$ cat config.mk
export PLATFORM = sky130hd
export DESIGN_NAME = btn_ctrl_udg_flat
export DESIGN_NICKNAME = d
export VERILOG_FILES = /design/src/rtl/btn_ctrl_udg_if.sv /design/src/rtl/btn_ctrl_udg.sv /design/src/flat_wrapper.sv
export SDC_FILE = /design/constraint.sdc
export NUM_CORES = 1
export LEC_CHECK = 0
export CAP_MARGIN = 5
export CORE_ASPECT_RATIO = 1.75
export CORE_MARGIN = 10
export CORE_UTILIZATION = 60
export DETAILED_ROUTE_END_ITERATION = 12
export PLACE_DENSITY_LB_ADDON = 0.05
export REMOVE_ABC_BUFFERS = 1
export SYNTH_ARGS = -nofsm -noshare
export SYNTH_HDL_FRONTEND = slang
export SYNTH_SLANG_ARGS = --single-unit
export TNS_END_PERCENT = 5
$ cat constraint.sdc
create_clock -name clk -period 4.3 [get_ports clk]
set_input_delay 1.29 -clock clk [delete_from_list [all_inputs] [get_ports clk]]
set_output_delay 1.29 -clock clk [all_outputs]
set_load 0.02 [all_outputs]
$ cat src/rtl/btn_ctrl_udg_if.sv
// Button inputs and control outputs of the chronometer front-end, grouped as one port bundle.
interface btn_ctrl_udg_if;
  logic       btn_start;
  logic       btn_lap;
  logic       tick_o;
  logic       run_o;
  logic       freeze_o;
  logic       lap_o;
  logic       clr_o;
  logic [1:0] state_o;

  modport master (
    output btn_start, btn_lap,
    input  tick_o, run_o, freeze_o, lap_o, clr_o, state_o
  );

  modport slave (
    input  btn_start, btn_lap,
    output tick_o, run_o, freeze_o, lap_o, clr_o, state_o
  );
endinterface

$ cat src/rtl/btn_ctrl_udg.sv
// Chronometer front-end: button sync/debounce, 10 ms time base, short/long lap
// classification and the mode FSM driving the counter stage.
module btn_ctrl_udg #(
  parameter int unsigned DIV        = 250000,
  parameter int unsigned DB_TICKS   = 3,
  parameter int unsigned LONG_TICKS = 100
) (
  input  logic          clk,
  input  logic          rst_n,
  btn_ctrl_udg_if.slave bus
);

  localparam int unsigned DIV_W  = (DIV > 1) ? $clog2(DIV) : 1;
  localparam int unsigned DB_W   = $clog2(DB_TICKS + 1);
  localparam int unsigned HOLD_W = $clog2(LONG_TICKS + 1);
  localparam int unsigned B_START = 0;
  localparam int unsigned B_LAP   = 1;

  typedef enum logic [1:0] {
    IDLE = 2'b00,
    RUN  = 2'b01,
    STOP = 2'b10,
    LAP  = 2'b11
  } state_t;

  // Time base; tick_q is high exactly while div_cnt == DIV-1
  logic [DIV_W-1:0] div_cnt;
  logic             tick_q;

  always_ff @(posedge clk or negedge rst_n) begin
    if (!rst_n) begin
      div_cnt <= '0;
      tick_q  <= 1'b0;
    end else begin
      div_cnt <= (div_cnt == DIV_W'(DIV - 1)) ? '0 : div_cnt + DIV_W'(1);
      tick_q  <= (div_cnt == DIV_W'(DIV - 2));
    end
  end

  logic [1:0] raw;
  logic [1:0] db;
  logic [1:0] db_d;

  assign raw = {bus.btn_lap, bus.btn_start};

  // Per-button two-flop synchroniser and tick-sampled debouncer
  for (genvar g = 0; g < 2; g++) begin : g_db
    logic            s1;
    logic            s2;
    logic            lvl;
    logic            lvl_d;
    logic [DB_W-1:0] cnt;

    always_ff @(posedge clk or negedge rst_n) begin
      if (!rst_n) begin
        s1    <= 1'b0;
        s2    <= 1'b0;
        lvl   <= 1'b0;
        lvl_d <= 1'b0;
        cnt   <= '0;
      end else begin
        s1    <= raw[g];
        s2    <= s1;
        lvl_d <= lvl;
        if (tick_q) begin
          if (s2 != lvl) begin
            if (cnt == DB_W'(DB_TICKS - 1)) begin
              lvl <= ~lvl;
              cnt <= '0;
            end else begin
              cnt <= cnt + DB_W'(1);
            end
          end else begin
            cnt <= '0;
          end
        end
      end
    end

    assign db[g]   = lvl;
    assign db_d[g] = lvl_d;
  end

  logic [1:0] press_c;
  logic [1:0] rel_c;
  logic       start_c;
  logic       long_c;
  logic       short_c;

  assign press_c = db & ~db_d;
  assign rel_c   = ~db & db_d;
  assign start_c = press_c[B_START];

  // Lap hold timer; long_done blocks a short event on release of a long press
  logic [HOLD_W-1:0] hold_cnt;
  logic              long_done;

  assign long_c  = (hold_cnt == HOLD_W'(LONG_TICKS)) && !long_done;
  assign short_c = rel_c[B_LAP] && !long_done && !long_c;

  always_ff @(posedge clk or negedge rst_n) begin
    if (!rst_n) begin
      hold_cnt  <= '0;
      long_done <= 1'b0;
    end else if (press_c[B_LAP]) begin
      hold_cnt  <= '0;
      long_done <= 1'b0;
    end else begin
      if (tick_q && db[B_LAP] && (hold_cnt != HOLD_W'(LONG_TICKS))) begin
        hold_cnt <= hold_cnt + HOLD_W'(1);
      end
      if (long_c) begin
        long_done <= 1'b1;
      end
    end
  end

  state_t state;
  state_t state_n;
  logic   lap_n;
  logic   clr_n;
  logic   lap_q;
  logic   clr_q;
  logic   run_q;
  logic   freeze_q;

  always_ff @(posedge clk or negedge rst_n) begin
    if (!rst_n) begin
      state    <= IDLE;
      lap_q    <= 1'b0;
      clr_q    <= 1'b0;
      run_q    <= 1'b0;
      freeze_q <= 1'b0;
    end else begin
      state    <= state_n;
      lap_q    <= lap_n;
      clr_q    <= clr_n;
      run_q    <= (state_n == RUN) || (state_n == LAP);
      freeze_q <= (state_n == LAP);
    end
  end

  // Start always wins over a lap event arriving in the same cycle
  always_comb begin
    state_n = state;
    lap_n   = 1'b0;
    clr_n   = 1'b0;
    case (state)
      IDLE: begin
        if (start_c) state_n = RUN;
      end
      RUN: begin
        if (start_c) begin
          state_n = STOP;
        end else if (short_c) begin
          state_n = LAP;
          lap_n   = 1'b1;
        end
      end
      LAP: begin
        if (start_c) begin
          state_n = STOP;
        end else if (short_c) begin
          lap_n = 1'b1;
        end else if (long_c) begin
          state_n = RUN;
        end
      end
      STOP: begin
        if (start_c) begin
          state_n = RUN;
        end else if (long_c) begin
          state_n = IDLE;
          clr_n   = 1'b1;
        end
      end
    endcase
  end

  assign bus.tick_o   = tick_q;
  assign bus.run_o    = run_q;
  assign bus.freeze_o = freeze_q;
  assign bus.lap_o    = lap_q;
  assign bus.clr_o    = clr_q;
  assign bus.state_o  = state;

endmodule

$ cat src/flat_wrapper.sv
// flat-port wrapper written by rule: the top's interface ports become plain ports
module btn_ctrl_udg_flat 
#(
  parameter int unsigned DIV        = 250000,
  parameter int unsigned DB_TICKS   = 3,
  parameter int unsigned LONG_TICKS = 100
)
  (clk, rst_n, bus_btn_start, bus_btn_lap, bus_tick_o, bus_run_o, bus_freeze_o, bus_lap_o, bus_clr_o, bus_state_o);
  btn_ctrl_udg_if bus_i ();
  input  logic clk;
  input  logic rst_n;
  input wire logic [$bits(bus_i.btn_start)-1:0] bus_btn_start;
  input wire logic [$bits(bus_i.btn_lap)-1:0] bus_btn_lap;
  output wire logic [$bits(bus_i.tick_o)-1:0] bus_tick_o;
  output wire logic [$bits(bus_i.run_o)-1:0] bus_run_o;
  output wire logic [$bits(bus_i.freeze_o)-1:0] bus_freeze_o;
  output wire logic [$bits(bus_i.lap_o)-1:0] bus_lap_o;
  output wire logic [$bits(bus_i.clr_o)-1:0] bus_clr_o;
  output wire logic [$bits(bus_i.state_o)-1:0] bus_state_o;
  assign bus_i.btn_start = bus_btn_start;
  assign bus_i.btn_lap = bus_btn_lap;
  assign bus_tick_o = bus_i.tick_o;
  assign bus_run_o = bus_i.run_o;
  assign bus_freeze_o = bus_i.freeze_o;
  assign bus_lap_o = bus_i.lap_o;
  assign bus_clr_o = bus_i.clr_o;
  assign bus_state_o = bus_i.state_o;
  btn_ctrl_udg #(.DIV(DIV), .DB_TICKS(DB_TICKS), .LONG_TICKS(LONG_TICKS)) u_core (.clk(clk), .rst_n(rst_n), .bus(bus_i));
endmodule
Word level (Yosys, flattened, before mapping)
Index checks and enable logic that the tools add are counted.
{"block": "word_totals", "ff_bits": 45, "out_inout_bits": 7, "word_cells": 80, "in_bits": 4}
{"block": "classes", "addsub": 4, "n_mux": 24, "bitwise": 6, "reduce_logical": 14, "n_eq_ne": 13}
{"op": "== test 18 bit, second input constant", "n": 2}
{"op": "two-way mux 2 bit", "n": 12}
{"op": "adder 18 x 1 -> 18 bit, second input constant", "n": 1}
{"op": "two-way mux 18 bit", "n": 1}
{"op": "two-way mux 7 bit", "n": 2}
{"op": "== test 2 bit, second input constant", "n": 5}
{"op": "two-way mux 1 bit", "n": 8}
{"op": "one-hot mux 2 bit (4 select lines)", "n": 1}
{"op": "adder 7 x 1 -> 7 bit, second input constant", "n": 1}
{"op": "== test 7 bit, second input constant", "n": 1}
{"op": "!= test 7 bit, second input constant", "n": 1}
{"op": "AND reduction 3 bit", "n": 2}
{"op": "logical AND 1 bit", "n": 5}
{"op": "adder 2 x 1 -> 2 bit, second input constant", "n": 2}
{"op": "bitwise AND 2 bit", "n": 2}
{"op": "== test 2 x 1 -> 1 bit, second input constant", "n": 2}
{"op": "NOT 2 bit", "n": 2}
{"op": "nonzero test 2 bit", "n": 2}
{"op": "logical NOT 1 bit", "n": 2}
{"op": "logical NOT 2 bit", "n": 1}
{"op": "!= test 1 bit", "n": 2}
{"op": "NOT 1 bit", "n": 2}
{"op": "OR reduction 2 bit", "n": 1}
{"op": "logical OR 1 bit", "n": 1}

Depth between registers and ports, before layout
Gate-level depths: netlist of run 1.
{"block": "depth", "word_depth": 9, "mapped_depth": 5}

Worst setup path before layout of run 1
No wires, ideal clock.
{"block": "synth_path", "kind": "register to output", "startpoint": "register u_core.bus.run_o (netlist name)", "endpoint": "output port bus_state_o[0]", "setup_slack_ns": 2.311, "arrival_ns": 0.699, "stages_incl_launch_ff": 2, "path_buffers": 1, "path_cell_list": "dfrtp_1 buf_4"}
{"item": "end, declared", "line_no": "flat_wrapper.sv:19", "source": "output wire logic [$bits(bus_i.state_o)-1:0] bus_state_o;"}

Worst setup path in the final report of run 1
{"block": "layout_path", "startpoint": "register u_core.tick_q, in the netlist u_core.bus.tick_o", "endpoint": "output port bus_tick_o"}
{"item": "start, declared", "line_no": "btn_ctrl_udg.sv:28", "source": "logic tick_q;"}
{"item": "start signal, assigned", "line_no": "btn_ctrl_udg.sv:36", "source": "tick_q <= (div_cnt == DIV_W'(DIV - 2));"}
{"item": "end, declared", "line_no": "flat_wrapper.sv:14", "source": "output wire logic [$bits(bus_i.tick_o)-1:0] bus_tick_o;"}
No word-level cell between the ends.

==> results of run 1 <==
-- stage by stage --
step	power, mW	hold slack (ns)	std cells	instance area (um2)	setup WS (ns)
5_1_grt	0.8091	0.3692	247	2266	1.367
3_3_place_gp	0.4350	0.3353	240	2137	1.802
4_1_cts	0.7932	0.3617	247	2266	1.453
3_5_place_dp	0.4353	0.3428	240	2137	1.779
2_1_floorplan	0.4248	0.3312	187	1988	2.412
6_report	0.7853	0.3577	247	2266	1.456
-- power by group --
part | leakage, nW | switching, mW | total, mW | internal (mW)
clock network | 0.0642 | 0.130 | 0.359 | 0.229
logic | 0.355 | 0.00801 | 0.0103 | 0.00225
registers | 0.591 | 0.000797 | 0.416 | 0.415
total | 1.01 | 0.139 | 0.785 | 0.646
-- cells in the mapped netlist, types with 4 or more instances --
cell type   n
nor2_1     19
and3_1      4
nor4_1      8
o22ai_1     4
nand4_1     9
inv_1       9
xnor2_1    10
ha_1        4
dfrtp_1    44
nand2b_1    4
nand2_1    15
nor3_1      9
nand3_1    13
xor2_1      8
-- cells by family after synthesis --
group,count (synthesis),share of synthesized area [%]
AOI/OAI and AO/OA,15,5.021
xor gates and xnor gates,18,7.811
adders and majority gates,4,2.480
buffers and inverters,14,3.162
DFF,44,54.56
muxes,5,2.604
and+or+nand+nor,92,24.36
-- flip-flops by register name, summed over array words and instances (netlist names), 2 cells and up --
register           count
u_core.div_cnt        18
u_core.hold_cnt        7
u_core.g_db.cnt        4
u_core.g_db.lvl        2
u_core.g_db.lvl_d      2
u_core.g_db.s1         2
u_core.g_db.s2         2
-- layer usage --
metal	routed length (um)	up-vias	GRT usage (%)
met5	0	-	0
met4	164	0	7.563
met3	161	18	3.226
met2	2297	48	25.63
met1	1455	741	12.31
li1	-	700	-
-- worst paths after layout --
kind | from | end | slack, ns
min in group asynchronous | rst_n | u_core.hold_cnt[2] | 1.15
hold reg to reg | u_core.g_db[1].s1 | u_core.g_db[1].s2 | 0.36
setup / recovery | u_core.bus.tick_o | bus_tick_o | 1.46
max in group asynchronous | rst_n | u_core.bus.freeze_o | 2.57
setup reg to reg | u_core.div_cnt[6] | u_core.div_cnt[3] | 2.30
hold / removal | u_core.g_db[1].s1 | u_core.g_db[1].s2 | 0.36
-- final cells by class --
type	count	area [um2]	share of cell area, %
clock buffer	5	68.82	3.037
clock inverter	2	60.06	2.650
inverter	9	33.78	1.491
multi-input combinational	134	853.3	37.66
sequential	44	1101	48.59
tap	43	53.80	2.374
timing repair buffer	10	95.09	4.197
==> results.json, run 1 <==
{
  "cp-end-kind": "primary output",
  "vdd_ir_drop_max_uv": 281.6,
  "dpl.hpwl_um": 2963,
  "fin_tns_setup_ns": 0,
  "status": "complete, no violations",
  "fin_crit_sh_pct": 66.15,
  "hold_buffers": 0,
  "drt_wl_total_um": 4078,
  "hold_depth": 0,
  "post_drt_wl_per_cell_um": 16.51,
  "synthFlopType": "dfrtp_1",
  "gp_congestion": 0.8794,
  "seq_area_frac_synth_pct": 54.56,
  "p_per_area_nw_per_um2": 346.6,
  "critPathTopFamily": "buffers and inverters",
  "clock-skew-final_ns": 0.003884,
  "cpMaxStageDelayCell": "clkdlybuf4s50_1",
  "criticalPathCategory": "flip-flop to primary output",
  "area_growth_pct": 12.28,
  "synth_edf_count": 0,
  "cts_resized": 0,
  "final_nets": 212,
  "cp_num_cells": 1,
  "grt_pass1_vias": 1504,
  "layout_commonest_cell": "dfrtp_1",
  "slew_headroom_pct": 37.26,
  "rsz0062_at_grt": "no",
  "fillers": 247,
  "setup_viol": 0,
  "grt_max_degree": 45,
  "cts_buffer_depth": 2,
  "hold_viol": 0,
  "postCtsSetupBuffers": 0,
  "finalMaxSlewViolations": 0,
  "core_area_um2": 3209,
  "grt.total_usage_pct": 13.55,
  "synthTopCellsByArea": "dfrtp_1 (55%), xnor2_1 (4.3%), nor2_1 (3.5%)",
  "clk_latency_ns": 0.28,
  "antenna_found_initial": 0,
  "antenna_cells": 0,
  "overflow": 0,
  "crit_chain": "clkdlybuf4s50_1",
  "yosysTopAreaCell": "dfrtp_1",
  "row_count": 27,
  "crit_buf_inv": 1,
  "hp-class": "flip-flop to flip-flop",
  "drtAntennaViolNets": 0,
  "initialDrtViolationCount": 65,
  "clk_pin_slew_ns": 0.08,
  "utilization_pct": 70.60,
  "drive_gt1_share_pct": 6.863,
  "rr_worst_depth": 4,
  "dieWidth_um": 63.84,
  "htreeDepth": 2,
  "synth_seq_cells": 44,
  "power_leakage_nw": 1.011,
  "syn_area_per_cell_um2": 10.51,
  "grt_first_pass_wirelength_um": 6824,
  "synthCells": 192,
  "cp.required_ns": 3.01,
  "synth.cell_area_um2": 2018,
  "path_max_fanout": 13,
  "fmax_mhz": 351.6,
  "mostFrequentLayoutCells": "dfrtp_1 (44), nor2_1 (19), nand2_1 (15)",
  "async_flop_share_pct": 100.0,
  "die_h_um": 96.72,
  "start_kind": "flip-flop",
  "dr_total_vias": 1507,
  "drtPass1Iterations": 5,
  "arrival_ns": 1.55,
  "max_stage_delay_ns": 0.69,
  "initial_core_util_pct": 62.89,
  "yosysTopAreaCellShare_pct": 54.56,
  "cts.sinks": 44,
  "cts_root_buf": "clkbuf_8",
  "cts_inserted_buffers": 5,
  "drv_cap": 0,
  "portBuffers": 10,
  "ios": 11,
  "yosysWarnings": 0,
  "viasPerCell": 6.101,
  "dieArea_um2": 6175,
  "worst_pin_slew_ns": 0.9411,
  "period_needed_ns": 2.844,
  "synth_cell_type_count": 37,
  "drcViolationCount": 0,
  "cts_tree": "yes"
}
Note: power is estimated with default switching activity, not from simulation.
==> run 2, diff against run 1 <==
--- a/config.mk
+++ b/config.mk
@@ -8,7 +8,7 @@
 export CAP_MARGIN = 5
 export CORE_ASPECT_RATIO = 1.75
 export CORE_MARGIN = 10
-export CORE_UTILIZATION = 60
+export CORE_UTILIZATION = 53
 export DETAILED_ROUTE_END_ITERATION = 12
 export PLACE_DENSITY_LB_ADDON = 0.05
 export REMOVE_ABC_BUFFERS = 1
==> constraint.sdc (replaced) <==
create_clock -name clk -period 2.5 [get_ports clk]
set_input_delay 0.75 -clock clk [delete_from_list [all_inputs] [get_ports clk]]
set_output_delay 0.75 -clock clk [all_outputs]
set_load 0.02 [all_outputs]
==> results.json, run 2 (synthesis results as in run 1) <==
{
  "r2r_slack_ns": 0.63,
  "antenna_found_initial": 0,
  "r2r_start": "u_core.div_cnt[11]",
  "p_per_area_nw_per_um2": 549.7,
  "utilization_pct": 61.52,
  "initial_core_util_pct": 55.07,
  "cp-startpoint": "u_core.bus.run_o",
  "regMostFlops": "u_core.div_cnt",
  "drtPass1Iterations": 4,
  "cts_resized": 0,
  "fmax_mhz": 470.4,
  "start_kind": "flip-flop",
  "ios": 11,
  "die_h_um": 101.6,
  "power_leakage_nw": 1.007,
  "worst_pin_slew_ns": 0.7293,
  "hold_end": "u_core.g_db[0].s2",
  "area_growth_pct": 11.72,
  "worstReg2RegEnd": "u_core.div_cnt[3]",
  "clk_latency_ns": 0.29,
  "viasPerCell": 5.845,
  "criticalPathCategory": "flip-flop to primary output",
  "grt_pass1_vias": 1531,
  "slew_headroom_pct": 51.38,
  "hp-class": "flip-flop to flip-flop",
  "fin_crit_sh_pct": 85.04,
  "antenna_cells": 0,
  "crit_chain": "clkdlybuf4s50_1",
  "postCtsSetupBuffers": 0,
  "cpMaxStageDelayCell": "clkdlybuf4s50_1",
  "drive_gt1_share_pct": 7.317,
  "drt_wl_total_um": 3831,
  "clock-skew-final_ns": 0.009042,
  "dr_total_vias": 1467,
  "post_drt_wl_per_cell_um": 15.26,
  "cp-end-kind": "primary output",
  "portBuffers": 10,
  "cts_buffer_depth": 2,
  "reg_top3": "u_core.div_cnt x18, u_core.hold_cnt x7, u_core.g_db.cnt x4",
  "gp_congestion": 0.8389,
  "overflow": 0,
  "grt_first_pass_wirelength_um": 6575,
  "rsz0062_at_grt": "no",
  "cts_tree": "yes",
  "path_max_fanout": 6,
  "arrival_ns": 1.38,
  "hold_depth": 0,
  "vdd_ir_drop_max_uv": 417.8,
  "fin_area_um2": 2255,
  "hp-start": "u_core.g_db[0].s1",
  "dieArea_um2": 6773,
  "final_nets": 214,
  "dpl.hpwl_um": 2847,
  "grt.total_usage_pct": 12.30,
  "holdWs_ns": 0.3585,
  "htreeDepth": 2,
  "cts_inserted_buffers": 5,
  "rr_worst_depth": 4,
  "drv_cap": 0,
  "cp.required_ns": 1.75,
  "drtAntennaViolNets": 0,
  "layout_commonest_cell": "dfrtp_1",
  "hold_buffers": 0,
  "row_count": 29,
  "crit_buf_inv": 1,
  "core_area_um2": 3665,
  "grt_max_degree": 35,
  "drcViolationCount": 0,
  "status": "complete, no violations",
  "hold_viol": 0,
  "cts_root_buf": "clkbuf_8",
  "dieWidth_um": 66.65,
  "critPathTopFamily": "buffers and inverters",
  "placed_area_um2": 2156,
  "initialDrtViolationCount": 83,
  "mostFrequentLayoutCells": "dfrtp_1 (44), nor2_1 (19), nand2_1 (15)",
  "max_stage_delay_ns": 0.64,
  "fin_tns_setup_ns": 0,
  "setup_viol": 0,
  "cts.sinks": 44,
  "finalMaxSlewViolations": 0,
  "period_needed_ns": 2.126,
  "clk_pin_slew_ns": 0.07,
  "largest_reg_flops": 18
}
[run 2: changes by cell type in the layout (fill, tap and decap cells not counted), sizes merged]
cell and delta:
bufinv -1, buf +2
[run 2: report_power, final]
part	switching [mW]	internal [mW]	leakage [nW]
registers	0.00149	0.714	0.591
logic	0.0142	0.00488	0.365
clock network	0.218	0.287	0.0501
total	0.233	1.01	1.01
[run 2: area by class of cell]
| type | count | area (um2) |
|---|---|---|
| inverter | 9 | 33.78 |
| clock buffer | 5 | 68.82 |
| timing repair buffer | 12 | 110.1 |
| multi-input combinational | 134 | 853.3 |
| fill | 292 | 1410 |
| tap | 46 | 57.56 |
| clock inverter | 1 | 30.03 |
| sequential | 44 | 1101 |
[run 2: worst max-delay path by stage]
stage,cells past startpoint,slack [ns],end
after floorplan,4,0.85,u_core.div_cnt[12]
after global placement,4,0.70,u_core.div_cnt[12]
after detailed placement,4,0.65,u_core.div_cnt[3]
after CTS,1,0.35,bus_run_o
after global routing,1,0.32,bus_run_o
final,1,0.37,bus_run_o
[run 2: per-layer routing]
metal  part of all wire [%]  global-route usage, %  wire length (um)
met4                    3.4                  7.293               129
met2                     54                  21.99              2086
met5                      0                      0                 0
met1                     37                  12.01              1431
met3                    4.8                  3.315               184
[run 2: through the flow]
| stage | instances | power (mW) | setup WS [ns] |
|---|---|---|---|
| 2_1_floorplan | 187 | 0.7307 | 0.8487 |
| 3_3_place_gp | 245 | 0.7493 | 0.6983 |
| 3_5_place_dp | 245 | 0.7501 | 0.6502 |
| 4_1_cts | 251 | 1.259 | 0.3508 |
| 5_1_grt | 251 | 1.286 | 0.3242 |
| 6_report | 251 | 1.239 | 0.3741 |
==> run 3, diff against run 2 <==
--- a/config.mk
+++ b/config.mk
@@ -5,7 +5,7 @@
 export SDC_FILE = /design/constraint.sdc
 export NUM_CORES = 1
 export LEC_CHECK = 0
-export CAP_MARGIN = 5
+export CAP_MARGIN = 30
 export CORE_ASPECT_RATIO = 1.75
 export CORE_MARGIN = 10
 export CORE_UTILIZATION = 53
==> results of run 3 <==
The final DEF is identical to that of run 2; final timing and power are the same.
